$ cat src/rtl/fifo_sync_ctrl_if.sv
// Handshake, status and RAM-port bundle for fifo_sync_ctrl.
// slave is the controller's view; master is the writer/reader/RAM side.
interface fifo_sync_ctrl_if #(
    parameter int WIDTH   = 32,
    parameter int A_WIDTH = 2
);
    logic               clr_i;
    logic               push_valid_i;
    logic               push_ready_o;
    logic [WIDTH-1:0]   push_data_i;
    logic               pop_valid_o;
    logic               pop_ready_i;
    logic [WIDTH-1:0]   pop_data_o;
    logic [A_WIDTH:0]   count_o;
    logic               full_o;
    logic               empty_o;
    logic [A_WIDTH-1:0] ram_waddr_o;
    logic               ram_wen_o;
    logic [WIDTH-1:0]   ram_wdata_o;
    logic [A_WIDTH-1:0] ram_raddr_o;
    logic               ram_ren_o;
    logic [WIDTH-1:0]   ram_rdata_i;

    modport slave (
        input  clr_i, push_valid_i, push_data_i, pop_ready_i, ram_rdata_i,
        output push_ready_o, pop_valid_o, pop_data_o, count_o, full_o, empty_o,
        output ram_waddr_o, ram_wen_o, ram_wdata_o, ram_raddr_o, ram_ren_o
    );

    modport master (
        output clr_i, push_valid_i, push_data_i, pop_ready_i, ram_rdata_i,
        input  push_ready_o, pop_valid_o, pop_data_o, count_o, full_o, empty_o,
        input  ram_waddr_o, ram_wen_o, ram_wdata_o, ram_raddr_o, ram_ren_o
    );
endinterface

$ cat src/rtl/fifo_sync_ctrl.sv
// Synchronous FIFO controller around an external RAM with a registered head word;
// push-to-pop latency 1 cycle, pushes refused when full or flushing, independent of pop_ready_i.
module fifo_sync_ctrl #(
    parameter int WIDTH      = 32,
    parameter int FIFO_DEPTH = 4,
    parameter int A_WIDTH    = $clog2(FIFO_DEPTH)
) (
    input  logic            clk_i,
    input  logic            rst_i,
    fifo_sync_ctrl_if.slave bus
);
    localparam logic [A_WIDTH-1:0] LAST_PTR  = A_WIDTH'(FIFO_DEPTH - 1);
    localparam logic [A_WIDTH:0]   DEPTH_CNT = (A_WIDTH + 1)'(FIFO_DEPTH);

    logic [A_WIDTH-1:0] wr_ptr_q, wr_ptr_d;
    logic [A_WIDTH-1:0] rd_ptr_q, rd_ptr_d;
    logic [A_WIDTH:0]   pend_q, pend_d;
    logic [A_WIDTH:0]   count_q, count_d;
    logic               pop_valid_q, pop_valid_d;

    logic               full;
    logic               push_ready;
    logic               push_fire;
    logic               pop_fire;
    logic               fetch;
    logic [WIDTH-1:0]   head_dat;

    function automatic logic [A_WIDTH-1:0] nxt_ptr(input logic [A_WIDTH-1:0] p);
        return (p == LAST_PTR) ? '0 : p + 1'b1;
    endfunction

    assign full       = (count_q == DEPTH_CNT);
    assign push_ready = !full && !bus.clr_i;
    assign push_fire  = bus.push_valid_i && push_ready;
    assign pop_fire   = pop_valid_q && bus.pop_ready_i;
    // Refill the head slot when it is empty or leaving; a word written this
    // edge can be fetched at the same edge because rd_ptr then equals wr_ptr.
    assign fetch      = !bus.clr_i && (!pop_valid_q || pop_fire)
                        && ((pend_q != '0) || push_fire);

    assign head_dat         = bus.ram_rdata_i;
    assign bus.pop_data_o   = head_dat;
    assign bus.push_ready_o = push_ready;
    assign bus.pop_valid_o  = pop_valid_q;
    assign bus.count_o      = count_q;
    assign bus.full_o       = full;
    assign bus.empty_o      = (count_q == '0);
    assign bus.ram_wen_o    = push_fire;
    assign bus.ram_waddr_o  = wr_ptr_q;
    assign bus.ram_wdata_o  = bus.push_data_i;
    assign bus.ram_ren_o    = fetch;
    assign bus.ram_raddr_o  = rd_ptr_q;

    always_comb begin
        wr_ptr_d    = wr_ptr_q;
        rd_ptr_d    = rd_ptr_q;
        pend_d      = pend_q;
        count_d     = count_q;
        pop_valid_d = pop_valid_q;
        if (bus.clr_i) begin
            wr_ptr_d    = '0;
            rd_ptr_d    = '0;
            pend_d      = '0;
            count_d     = '0;
            pop_valid_d = 1'b0;
        end else begin
            if (push_fire) wr_ptr_d = nxt_ptr(wr_ptr_q);
            if (fetch)     rd_ptr_d = nxt_ptr(rd_ptr_q);
            pend_d = pend_q + (A_WIDTH + 1)'(push_fire) - (A_WIDTH + 1)'(fetch);
            // The head stays counted until popped so a write never lands on it.
            unique case ({push_fire, pop_fire})
                2'b10:   count_d = count_q + 1'b1;
                2'b01:   count_d = count_q - 1'b1;
                default: count_d = count_q;
            endcase
            if (fetch)         pop_valid_d = 1'b1;
            else if (pop_fire) pop_valid_d = 1'b0;
        end
    end

    always_ff @(posedge clk_i or posedge rst_i) begin
        if (rst_i) begin
            wr_ptr_q    <= '0;
            rd_ptr_q    <= '0;
            pend_q      <= '0;
            count_q     <= '0;
            pop_valid_q <= 1'b0;
        end else begin
            wr_ptr_q    <= wr_ptr_d;
            rd_ptr_q    <= rd_ptr_d;
            pend_q      <= pend_d;
            count_q     <= count_d;
            pop_valid_q <= pop_valid_d;
        end
    end
endmodule

$ cat src/flat_wrapper.sv
// flat-port wrapper written by rule: the top's interface ports become plain ports
module fifo_sync_ctrl_flat 
#(
    parameter int WIDTH      = 32,
    parameter int FIFO_DEPTH = 4,
    parameter int A_WIDTH    = $clog2(FIFO_DEPTH)
)
  (clk_i, rst_i, bus_clr_i, bus_push_valid_i, bus_push_data_i, bus_pop_ready_i, bus_ram_rdata_i, bus_push_ready_o, bus_pop_valid_o, bus_pop_data_o, bus_count_o, bus_full_o, bus_empty_o, bus_ram_waddr_o, bus_ram_wen_o, bus_ram_wdata_o, bus_ram_raddr_o, bus_ram_ren_o);
  fifo_sync_ctrl_if #(.WIDTH(WIDTH), .A_WIDTH(A_WIDTH)) bus_i ();
  input  logic clk_i;
  input  logic rst_i;
  input wire logic [$bits(bus_i.clr_i)-1:0] bus_clr_i;
  input wire logic [$bits(bus_i.push_valid_i)-1:0] bus_push_valid_i;
  input wire logic [$bits(bus_i.push_data_i)-1:0] bus_push_data_i;
  input wire logic [$bits(bus_i.pop_ready_i)-1:0] bus_pop_ready_i;
  input wire logic [$bits(bus_i.ram_rdata_i)-1:0] bus_ram_rdata_i;
  output wire logic [$bits(bus_i.push_ready_o)-1:0] bus_push_ready_o;
  output wire logic [$bits(bus_i.pop_valid_o)-1:0] bus_pop_valid_o;
  output wire logic [$bits(bus_i.pop_data_o)-1:0] bus_pop_data_o;
  output wire logic [$bits(bus_i.count_o)-1:0] bus_count_o;
  output wire logic [$bits(bus_i.full_o)-1:0] bus_full_o;
  output wire logic [$bits(bus_i.empty_o)-1:0] bus_empty_o;
  output wire logic [$bits(bus_i.ram_waddr_o)-1:0] bus_ram_waddr_o;
  output wire logic [$bits(bus_i.ram_wen_o)-1:0] bus_ram_wen_o;
  output wire logic [$bits(bus_i.ram_wdata_o)-1:0] bus_ram_wdata_o;
  output wire logic [$bits(bus_i.ram_raddr_o)-1:0] bus_ram_raddr_o;
  output wire logic [$bits(bus_i.ram_ren_o)-1:0] bus_ram_ren_o;
  assign bus_i.clr_i = bus_clr_i;
  assign bus_i.push_valid_i = bus_push_valid_i;
  assign bus_i.push_data_i = bus_push_data_i;
  assign bus_i.pop_ready_i = bus_pop_ready_i;
  assign bus_i.ram_rdata_i = bus_ram_rdata_i;
  assign bus_push_ready_o = bus_i.push_ready_o;
  assign bus_pop_valid_o = bus_i.pop_valid_o;
  assign bus_pop_data_o = bus_i.pop_data_o;
  assign bus_count_o = bus_i.count_o;
  assign bus_full_o = bus_i.full_o;
  assign bus_empty_o = bus_i.empty_o;
  assign bus_ram_waddr_o = bus_i.ram_waddr_o;
  assign bus_ram_wen_o = bus_i.ram_wen_o;
  assign bus_ram_wdata_o = bus_i.ram_wdata_o;
  assign bus_ram_raddr_o = bus_i.ram_raddr_o;
  assign bus_ram_ren_o = bus_i.ram_ren_o;
  fifo_sync_ctrl #(.WIDTH(WIDTH), .FIFO_DEPTH(FIFO_DEPTH), .A_WIDTH(A_WIDTH)) u_core (.clk_i(clk_i), .rst_i(rst_i), .bus(bus_i));
endmodule
$ cat config.mk
export PLATFORM = sky130hd
export DESIGN_NAME = fifo_sync_ctrl_flat
export DESIGN_NICKNAME = d
export VERILOG_FILES = /design/src/rtl/fifo_sync_ctrl_if.sv /design/src/rtl/fifo_sync_ctrl.sv /design/src/flat_wrapper.sv
export SDC_FILE = /design/constraint.sdc
export NUM_CORES = 1
export LEC_CHECK = 0
export BUFFER_PORTS_ARGS = -buffer_cell sky130_fd_sc_hd__buf_4
export CORE_UTILIZATION = 36
export CTS_CLUSTER_DIAMETER = 120
export DETAILED_ROUTE_END_ITERATION = 10
export GPL_TIMING_DRIVEN = 0
export HOLD_SLACK_MARGIN = 0.12
export PLACE_DENSITY_LB_ADDON = 0.12
export SYNTH_ARGS = -nofsm -noshare
export SYNTH_HDL_FRONTEND = slang
export SYNTH_SLANG_ARGS = --single-unit
$ cat constraint.sdc
create_clock -name clk_i -period 6.52 [get_ports clk_i]
set_clock_uncertainty 0.15 [all_clocks]
set_input_delay 0.978 -clock clk_i [delete_from_list [all_inputs] [get_ports clk_i]]
set_output_delay 0.978 -clock clk_i [all_outputs]
set_load 0.02 [all_outputs]
==> results.cfg <==
[finish]
fillers = 299
fin_nets = 298
areaGrowthSynthToFinish_pct = 56.9
diodes = 0
layout_commonest_cell = buf_4
layout_common_cells = buf_4 (144), dfrtp_1 (11), nand2_1 (6), inv_1 (6), nor2_1 (6)
stdcell_count = 266
multi_input_area_um2 = 413
seq_area_um2 = 275
drive_gt1_share_pct = 68.0

[global_routing]
grt-ovfl-total = 0
first_global_vias = 974
antenna_found_initial = 0
grt.total_usage_pct = 16.8
grt_pass1_wl_um = 4550
grt_max_degree = 12

[detailed_routing]
antenna_left = 0
dr.first_iter.drc_count = 18
routedWlPerCell_um = 12.0
route.detailed.drc = 0
wirelength_um = 3190
num_vias = 1145
drtPass1Iterations = 4
vias_per_cell = 4.30

[timing]
layout_min_cycle_time_ns = 3.17
timing.fmax_mhz = 315
tightest_slew_ns = 0.526
fin_crit_sh_pct = 48.6
hold_viol = 0
report.final.slew_viol_count = 0
tns_ns = 0
relSlewSlack_pct = 64.9
grt_setup_unrepaired = false
setup_viol = 0

[critical_path]
critPathLaunchType = flop
required_ns = 5.39
cp_max_fo = 7
arrival_ns = 2.04
rrSetupSlack_ns = 3.52
path_class = reg -> out
cp_cell_sequence = or3b_4 > a2111oi_4 > nor3_1 > buf_4
end_kind = output pin
rr_worst_depth = 10
cp_top_family = simple AND/OR/NAND/NOR gates
rr_startpoint = u_core.bus.count_o[1]
cp_slowest_cell = a2111oi_4
cp_num_buf_inv = 1
crit-reg2reg-capture = u_core.pend_q[2]
max_stage_delay_ns = 0.51

[floorplan]
die_w_um = 59.7
dieArea_um2 = 3560
num_rows = 20
initial_core_util_pct = 38.6
ioPinCount = 146
core_area_um2 = 3100
fp.dieH_um = 59.7

[logic_synthesis]
yosys-top-cells-area = buf_4 (40%), dfrtp_1 (23%), ha_1 (4.2%), fa_1 (3.3%), a2111oi_4 (2.3%)
synth_warnings = 0
syn_nets = 213
syn-instance-count = 138
ys_ff_latch = 11
avgSynthCellArea_um2 = 8.69
ys_types = 30
synth_area_um2 = 1200
synth_top_area_share_pct = 40.1
synth-seq-area-share_pct = 23.0
yosys.area.top_type = buf_4

[clock_tree]
cts_sinks = 11
cts_resized = 0
worstSkewPairLatency_ns = 0.28
cts_tree = yes
path_clk_slew_ns = 0.08
numCtsBuffers = 3
ctsHoldBuffers = 0
cts_setup_buffers = 0
root_buffer = clkbuf_4
cts_max_path_buffers = 2
htreeDepth = 1

[place]
dpl.hpwl_um = 2620
dpl.cell_count = 262
port-buffer-count = 80
gp_congestion = 0.661

[power_and_ir_drop]
p_clk_share_pct = 11.9
switchingPower_w = 0.000183
sw_frac_of_total_pct = 43.2
p_per_area_nw_per_um2 = 225
p_leak_nw = 1.03
p_seq_share_pct = 28.2
ir_worst_vdd_mv = 0.170
p_comb_share_pct = 59.9
intPower_w = 0.000241

[worst_hold_path]
hold_path_class = reg -> reg
holdPathStages = 2
whs_endpoint = u_core.bus.ram_waddr_o[1]
min_from = u_core.bus.ram_waddr_o[1]

[run_status]
status = completed

[job]
maxCapViolations = 0
## worst register-to-register path: stages (launching register included)
cell       delay [ns]
dfrtp_1          0.47
or3b_4           0.46
a2111oi_4        0.51
nor3_1           0.13
ha_1             0.32
inv_1            0.05
ha_1             0.12
inv_1            0.05
fa_1             0.38
xnor2_1          0.18
nor2_1           0.05
## worst max path at each step
stage	from	endpoint	depth (start not counted)
6_report	u_core.bus.count_o[1]	bus_ram_ren_o	4
5_1_grt	u_core.bus.count_o[2]	bus_ram_ren_o	4
4_1_cts	u_core.bus.count_o[1]	bus_ram_ren_o	4
3_5_place_dp	bus_push_valid_i	u_core.pend_q[2]	10
3_3_place_gp	bus_push_valid_i	u_core.pend_q[2]	11
2_1_floorplan	bus_push_valid_i	u_core.pend_q[2]	10
## synth_stat cells (all sizes together)
| cell type | instances |
|---|---|
| xnor2 | 3 |
| a41oi | 1 |
| a31oi | 1 |
| o32ai | 1 |
| a2111oi | 1 |
| fa | 2 |
| dfrtp | 11 |
| buf | 64 |
| inv | 6 |
| nor2b | 3 |
| nor2 | 6 |
| nor3b | 1 |
| o31ai | 1 |
| a21o | 1 |
| nand3b | 2 |
| xor2 | 2 |
| or3 | 2 |
| ha | 4 |
| a21oi | 6 |
| nand2b | 1 |
| nand4bb | 1 |
| clkbuf | 2 |
| nand2 | 6 |
| o21ai | 4 |
| nand3 | 2 |
| o211ai | 1 |
| nor3 | 2 |
| or3b | 1 |
## power groups by stage
stage	clock [W]	combinational, W	sequential, W
floorplan	0	0.000157	0.000131
global placement	0	0.000249	0.000119
detailed placement	0	0.000254	0.000121
CTS	0.0000509	0.000256	0.000119
global route	0.0000543	0.000280	0.000125
finish	0.0000506	0.000254	0.000119
## per-layer routing
| layer | wire (um) | GRT usage (%) | up-vias |
|---|---|---|---|
| li1 | - | - | 558 |
| met4 | 25 | 5.98 | 0 |
| met2 | 1730 | 30.8 | 69 |
| met5 | 0 | 0 | - |
| met1 | 1060 | 19.0 | 511 |
| met3 | 375 | 3.46 | 7 |
## cell families (layout without fill, tap and decap cells)
group                    after synthesis  after routing  share of synthesized area, %
AO/OA/AOI/OAI                         17             17                          11.0
XOR/XNOR                               5              5                          3.65
adder cells (fa/ha/maj)                6              6                          7.52
buffers and inverters                 72            156                          42.6
flip-flops                            11             11                          23.0
AND/OR/NAND/NOR                       27             27                          12.3
## state kept, by name, indices dropped and copies added, names as in the netlist
register / cells
u_core.bus.ram_raddr_o: 2
u_core.bus.ram_waddr_o: 2
u_core.bus.count_o: 3
u_core.bus.pop_valid_o: 1
u_core.pend_q: 3
## stage by stage
step / hold WS, ns / power [W] / worst slack (ns) / area (um2) / utilization [%]
detailed placement: 0.402 / 0.000375 / 3.24 / 1850 / 59.8
global placement: 0.389 / 0.000368 / 3.30 / 1850 / 59.8
global route: 0.446 / 0.000459 / 3.25 / 1880 / 60.6
finish: 0.413 / 0.000424 / 3.35 / 1880 / 60.6
floorplan: 0.458 / 0.000288 / 3.13 / 1200 / -
CTS: 0.413 / 0.000426 / 3.34 / 1880 / 60.6
## final cells by class
type                            count  share of cell area (%)
Tap cell                           44                    2.93
Clock buffer                        4                    1.40
Buffer                             66                    25.9
Multi-Input combinational cell     55                    22.0
Timing Repair Buffer               80                    31.9
Sequential cell                    11                    14.6
Inverter                            6                    1.20
(Power assumes the default switching activity.)
